==> src/rtl/seven_segment_scan_decoder.sv <==
// Readback of the multiplexed seven-segment bus: synchronises an/seg, waits for a
// stable window per (anode, pattern) pair, decodes it and stores the digit per position.
module seven_segment_scan_decoder #(
  parameter int unsigned STABLE_CYCLES = 4
) (
  input  logic        clk,
  input  logic        rst,
  input  logic [6:0]  seg,
  input  logic [3:0]  an,
  output logic [15:0] digits,
  output logic [3:0]  digit_valid,
  output logic        capture_stb,
  output logic [1:0]  capture_idx,
  output logic        changed,
  output logic        err_an
);

  // state  | meaning
  // IDLE   | an not one-hot-low (idle bus or multi-low error)
  // SETTLE | one-hot-low, stability window still running
  // HOLD   | pair captured, waiting for any input change
  typedef enum logic [1:0] {IDLE, SETTLE, HOLD} state_t;

  localparam logic [7:0] STABLE_C = 8'(STABLE_CYCLES);

  function automatic logic onehot_low(input logic [3:0] a);
    return (a == 4'b1110) || (a == 4'b1101) || (a == 4'b1011) || (a == 4'b0111);
  endfunction

  function automatic logic multi_low(input logic [3:0] a);
    return (a != 4'b1111) && !onehot_low(a);
  endfunction

  function automatic logic [3:0] decode(input logic [6:0] s);
    logic [3:0] d;
    case (s)
      7'b1000000: d = 4'h0;
      7'b1111001: d = 4'h1;
      7'b0100100: d = 4'h2;
      7'b0110000: d = 4'h3;
      7'b0011001: d = 4'h4;
      7'b0010010: d = 4'h5;
      7'b0000010: d = 4'h6;
      7'b1111000: d = 4'h7;
      7'b0000000: d = 4'h8;
      7'b0010000: d = 4'h9;
      7'b1111111: d = 4'hF;
      default:    d = 4'hE;
    endcase
    return d;
  endfunction

  // bus vectors are {an, seg}
  logic [10:0] bus_s1_q, bus_s2_q, bus_prev_q;
  logic [7:0]  cnt_q, cnt_d;
  state_t      state_q, state_d;
  logic [15:0] digits_q, digits_d;
  logic [3:0]  valid_q, valid_d;
  logic        stb_q, stb_d;
  logic [1:0]  idx_q, idx_d;
  logic        changed_q, changed_d;
  logic        err_q, err_d;

  logic [3:0]  an_s2;
  logic [6:0]  seg_s2;
  logic        change, is_onehot, capture;
  logic [1:0]  pos;
  logic [3:0]  nib, old_nib;

  always_comb begin
    an_s2     = bus_s2_q[10:7];
    seg_s2    = bus_s2_q[6:0];
    change    = (bus_s2_q != bus_prev_q);
    is_onehot = onehot_low(an_s2);
    pos       = 2'd0;
    case (an_s2)
      4'b1101: pos = 2'd1;
      4'b1011: pos = 2'd2;
      4'b0111: pos = 2'd3;
      default: pos = 2'd0;
    endcase
    nib     = decode(seg_s2);
    old_nib = digits_q[{pos, 2'b00} +: 4];

    if (change)                cnt_d = 8'd0;
    else if (cnt_q >= STABLE_C) cnt_d = STABLE_C;
    else                       cnt_d = cnt_q + 8'd1;

    state_d = state_q;
    capture = 1'b0;
    if (!is_onehot) begin
      state_d = IDLE;
    end else if (change) begin
      state_d = SETTLE;
    end else begin
      case (state_q)
        IDLE:    state_d = SETTLE;
        SETTLE: begin
          if (cnt_d == STABLE_C) begin
            state_d = HOLD;
            capture = 1'b1;
          end
        end
        HOLD:    state_d = HOLD;
        default: state_d = IDLE;
      endcase
    end

    digits_d  = digits_q;
    valid_d   = valid_q;
    idx_d     = idx_q;
    stb_d     = capture;
    changed_d = 1'b0;
    if (capture) begin
      digits_d[{pos, 2'b00} +: 4] = nib;
      valid_d[pos] = 1'b1;
      idx_d     = pos;
      changed_d = (nib != old_nib);
    end

    // flag on the edge the pattern enters s2
    err_d = err_q | multi_low(bus_s1_q[10:7]);
  end

  always_ff @(posedge clk) begin
    if (rst) begin
      bus_s1_q   <= '1;
      bus_s2_q   <= '1;
      bus_prev_q <= '1;
      cnt_q      <= 8'd0;
      state_q    <= IDLE;
      digits_q   <= 16'hFFFF;
      valid_q    <= 4'd0;
      stb_q      <= 1'b0;
      idx_q      <= 2'd0;
      changed_q  <= 1'b0;
      err_q      <= 1'b0;
    end else begin
      bus_s1_q   <= {an, seg};
      bus_s2_q   <= bus_s1_q;
      bus_prev_q <= bus_s2_q;
      cnt_q      <= cnt_d;
      state_q    <= state_d;
      digits_q   <= digits_d;
      valid_q    <= valid_d;
      stb_q      <= stb_d;
      idx_q      <= idx_d;
      changed_q  <= changed_d;
      err_q      <= err_d;
    end
  end

  assign digits      = digits_q;
  assign digit_valid = valid_q;
  assign capture_stb = stb_q;
  assign capture_idx = idx_q;
  assign changed     = changed_q;
  assign err_an      = err_q;

endmodule

==> config.mk <==
export PLATFORM = sky130hd
export DESIGN_NAME = seven_segment_scan_decoder
export DESIGN_NICKNAME = d
export VERILOG_FILES = /design/src/rtl/seven_segment_scan_decoder.sv
export SDC_FILE = /design/constraint.sdc
export NUM_CORES = 1
export LEC_CHECK = 0
export ABC_AREA = 1
export ABC_CLOCK_PERIOD_IN_PS = 5200
export CORE_UTILIZATION = 40
export CTS_CLUSTER_DIAMETER = 150
export DETAILED_ROUTE_END_ITERATION = 10
export PLACE_DENSITY = 0.56
export SETUP_SLACK_MARGIN = 0.5
export SYNTH_ARGS = -nofsm -noshare
export SYNTH_HDL_FRONTEND = slang
export SYNTH_SLANG_ARGS = --single-unit
==> constraint.sdc <==
create_clock -name clk -period 5.2 [get_ports clk]
set_clock_uncertainty 0.15 [all_clocks]
set_input_delay 1.04 -clock clk [delete_from_list [all_inputs] [get_ports clk]]
set_output_delay 1.04 -clock clk [all_outputs]
set_load 0.1 [all_outputs]
After elaboration in Yosys (flattened, before gate mapping)

Cells that the tools add are included.

Flip-flop bits (word level): 68
Input bits: 13
Output and inout bits: 25
Word-level logic and storage cells: 78

$add $sub $neg: 2
Order comparisons: 3
Equal/unequal tests: 26
Shift operators: 3
Multiplexer cells: 14
Bitwise gates (word level): 4
Reductions and logical operators: 14

Operators by type and width:

| kind                                                  | number |
|---|---|
| case mux 4 bit (11 select lines)                      | 1 |
| == test 7 bit (second input constant)                 | 4 |
| == test 4 bit (second input constant)                 | 6 |
| == test 7 x 5 -> 1 bit (second input constant)        | 3 |
| bitwise mux 16 bit                                    | 1 |
| two-way mux 8 bit                                     | 2 |
| variable shift 4 x 6 -> 16 bit (first input constant) | 1 |
| indexed part select 16 x 5 -> 4 bit                   | 1 |
| indexed part select 4 x 6 -> 16 bit                   | 1 |
| == test 7 x 6 -> 1 bit (second input constant)        | 2 |
| case mux 2 bit (3 select lines)                       | 2 |
| != test 11 bit                                        | 1 |
| adder 8 x 1 -> 8 bit (second input constant)          | 1 |
| == test 4 x 3 -> 1 bit (second input constant)        | 2 |
| == test 8 x 3 -> 1 bit (second input constant)        | 1 |
| >= comparator 8 x 3 -> 1 bit (second input constant)  | 1 |
| == test 7 x 2 -> 1 bit (second input constant)        | 1 |
| zero test 7 bit                                       | 1 |
| logical OR 1 bit                                      | 6 |
| two-way mux 1 bit                                     | 6 |
| negation 4 -> 6 bit                                   | 1 |
| != test 4 bit                                         | 1 |
| != test 4 bit (second input constant)                 | 1 |
| OR 4 bit                                              | 1 |
| 15 further kinds                                      | 18 |

Depth between registers and ports, before layout

Depth in word-level cells: 10
Mapped depth: 13
Depth with buffers taken out: 13

Least setup slack after synthesis

OpenSTA, ideal clock, no wires.

Kind: reg2out
From: register digits_q[12] (netlist: digits[12])
To: output port digits[12]
Arrival: 0.940 ns
Required time: 4.010 ns
Slack: 3.070 ns
Cell stages (with the launch flop): 1
Buffers on the path: 0
Cells stage by stage: dfxtp_1

RTL lines:

| item                   | line | source |
|---|---|---|
| from (decl)            | 57   | `logic [15:0] digits_q, digits_d;` |
| from (signal assigned) | 144  | `digits_q <= digits_d;` |
| to (decl)              | 10   | `output logic [15:0] digits,` |

No word-level cell between the ends.

Worst setup path in the final report

From: register valid_q[0] (netlist: digit_valid[0])
To: output port digit_valid[0]

RTL lines:

| item                   | line | source |
|---|---|---|
| from (decl)            | 58   | `logic [3:0] valid_q, valid_d;` |
| from (signal assigned) | 145  | `valid_q <= valid_d;` |
| to (decl)              | 11   | `output logic [3:0] digit_valid,` |

No word-level cell between the ends.

==> impl_metrics.yaml <==
outcome:
  status: "finished with violations"
  violations: "design-rule violations"
power:
  post-layout-total-power_uw: 1130
  powerDensity_nw_per_um2: 294
  power_leakage_uw: 0.00180
  vdd_drop_max_v: 0.000166
logic_synthesis:
  ys_types: 33
  yosys.area.top_type_share_pct: 43.1
  synth_edf_count: 0
  ys_dominant_reg_cell: "dfxtp_1"
  synth-seq-cells: 68
  synth_area_um2: 3160
  yosysWarnings: 0
  synthCells: 415
  ys_top_cells_by_count: "nand2_1 (115), dfxtp_1 (68), nor2_1 (42)"
  ys_seq_area_share_pct: 43.1
  synth.largest_area_cell: "dfxtp_1"
  ys_top_cells_by_area: "dfxtp_1 (43%), nand2_1 (14%), nor2_1 (5.0%)"
  synth.most_common_cell: "nand2_1"
  ys_async_sr_fraction_pct: 0
  syn_area_per_cell_um2: 7.61
clocking:
  cts_num_sinks: 68
  cts.clk_slew.worst_paths_ns: 0.08
  clock_path_buffers: 2
  post_cts.repair.setup_buffers: 0
  numCtsBuffers: 9
  holdBufCountCts: 0
  cts_root_buf: "clkbuf_8"
  cts-resized-gates: 0
  cts_max_level: 3
  worstSkewPairLatency_ns: 0.35
  cts_tree: "yes"
routing:
  final_antenna_net_count: 0
  dr.pass1.iters: 8
  wl_per_cell_um: 11.7
  vias: 2620
  drt_drc_violations_left: 1
  drt_iter0_markers: 115
  routed_via_density: 4.62
  wl_um: 6630
sta:
  maxSlewViolCount: 0
  relSlewSlack_pct: 34.3
  report.final.hold_viol_count: 0
  rsz0062_at_grt: "false"
  period_share_pct: 59.5
  fmax_mhz: 323
  worstMarginPinSlew_ns: 0.982
  setup_tns_ns: 0
  setup-violations-final: 0
  finalWorstSetupSlack_ns: 2.11
  fin_crit_ns: 3.09
finish:
  fillers: 785
  syn_to_final_growth_pct: 22.0
  multi_input_area_um2: 1600
  nets: 485
  antennaDiodeCount: 0
  stdcell_count: 567
  final-seq-area_um2: 1360
  layout-drive-gt1-share_pct: 14.2
grt:
  grt_first_pass_wirelength_um: 11300
  grt_pass1_vias: 2419
  antenna_found_initial: 0
  overflow: 0
  grt_start_max_net_pins: 40
  grt_use_total_pct: 17.6
worst_setup_path:
  cpMaxStageDelayCell: "clkdlybuf4s50_1"
  slowest_delay_ns: 1.16
  path_class: "flip-flop to primary output"
  r2r_slack_ns: 2.98
  cp.arrival_ns: 1.90
  start_kind: "flip-flop"
  crit_required_ns: 4.01
  crit_buf_inv: 1
  crit_family: "buffers and inverters"
  end_kind: "primary output"
  cp_max_fo: 2
  cp_cell_sequence: "clkdlybuf4s50_1"
die:
  die_h_um: 90.8
  coreArea_um2: 7690
  rows: 32
  die_area_um2: 8250
  num_io_pins: 38
  die_width_um: 90.8
  start_util_pct: 41.1
worst_hold_path:
  hp-class: "flip-flop to flip-flop"
placed_design:
  place_congestion: 0.867
  place_inst: 551
  port_buffers: 37
  place_ws_ns: 2.25
  dp_hpwl_um: 4940
job:
  cap_violations: 0
flip-flops by register name (all words and copies together) (netlist names):
register	flops
digits	16
bus_prev_q	11
bus_s1_q	11
bus_s2_q	11
cnt_q	8
digit_valid	4
capture_idx	2
state_q	2
capture_stb	1
changed	1
err_an	1
where the power goes:
| group | internal [uW] | switching, uW | leakage [uW] |
|---|---|---|---|
| Clock | 248 | 203 | 0.000106 |
| Combinational | 46.8 | 86.4 | 0.00113 |
| Sequential | 536 | 10.6 | 0.000558 |
| Total | 831 | 300 | 0.00180 |
area by class of cell:
class,count,share of cell area [%]
clock buffer,11,3.93
clock inverter,5,1.56
inverter,46,4.55
multi-input combinational,297,41.5
sequential,68,35.4
tap,102,3.31
timing repair buffer,38,9.81
per-stage QoR:
| stage | area, um2 | hold slack (ns) | util (%) |
|---|---|---|---|
| final | 3850 | 0.257 | 50.1 |
| after global placement | 3640 | 0.247 | 47.3 |
| after global routing | 3850 | 0.268 | 50.1 |
| after CTS | 3850 | 0.260 | 50.1 |
| after detailed placement | 3640 | 0.246 | 47.3 |
| after floorplan | 3170 | 0.239 | - |
placed cells by master (no fill, tap or decap):
| master | instances |
|---|---|
| nor3_2 | 2 |
| nand3b_1 | 1 |
| conb_1 | 5 |
| clkinv_1 | 3 |
| clkdlybuf4s50_1 | 37 |
| nor2_1 | 42 |
| a21oi_1 | 22 |
| bufinv_16 | 1 |
| ha_1 | 12 |
| nand2_1 | 115 |
| o31a_1 | 1 |
| o211ai_1 | 1 |
| o21ai_0 | 1 |
| xnor2_1 | 10 |
| nor2_4 | 1 |
| o21ai_1 | 13 |
| inv_2 | 4 |
| buf_4 | 1 |
| or2_2 | 21 |
| nand3_4 | 1 |
| nand2_4 | 2 |
| o31ai_4 | 1 |
| xor2_1 | 1 |
| dfxtp_1 | 68 |
| clkinv_2 | 3 |
| clkinvlp_4 | 1 |
| inv_1 | 37 |
| nand3_1 | 23 |
| nand2_2 | 6 |
| nand4_4 | 1 |
| nand4_1 | 7 |
| clkinv_4 | 2 |
| nand3_2 | 3 |
| a21oi_4 | 1 |
| nand4_2 | 4 |
| clkbuf_8 | 11 |
logic make-up after synthesis:
kind of cell / share of synthesized area [%]
AND/OR/NAND/NOR: 34.8
flip-flops: 43.1
AO/OA/AOI/OAI: 7.41
adder cells (fa/ha/maj): 4.76
other: 0.119
XOR/XNOR: 3.05
buffers and inverters: 6.78
final timing paths:
check        depth (start not counted)              to            from
max                                  1  digit_valid[0]  digit_valid[0]
min                                  1     bus_s2_q[6]     bus_s1_q[6]
max reg2reg                          8      digits[10]    bus_s2_q[10]
min reg2reg                          1     bus_s2_q[6]     bus_s1_q[6]
worst reg2reg max path, stage by stage (launching register included):
cell,delay [ns]
dfxtp_1,0.42
nand2_1,0.13
nand4_4,0.22
clkinv_1,0.39
ha_1,0.34
nand4_2,0.16
clkinv_1,0.12
nand2_1,0.10
o21ai_1,0.06
routing by layer:
layer / wire, um / up-vias / part of all wire [%] / global-route usage, %
met4: 124 / 0 / 1.9 / 7.54
met3: 444 / 10 / 6.7 / 5.56
met5: 0 / - / 0 / 0
li1: - / 1387 / - / -
met1: 3250 / 1160 / 49 / 22.8
met2: 2810 / 63 / 42 / 26.9
No activity file was read; power rests on OpenSTA's default activity.
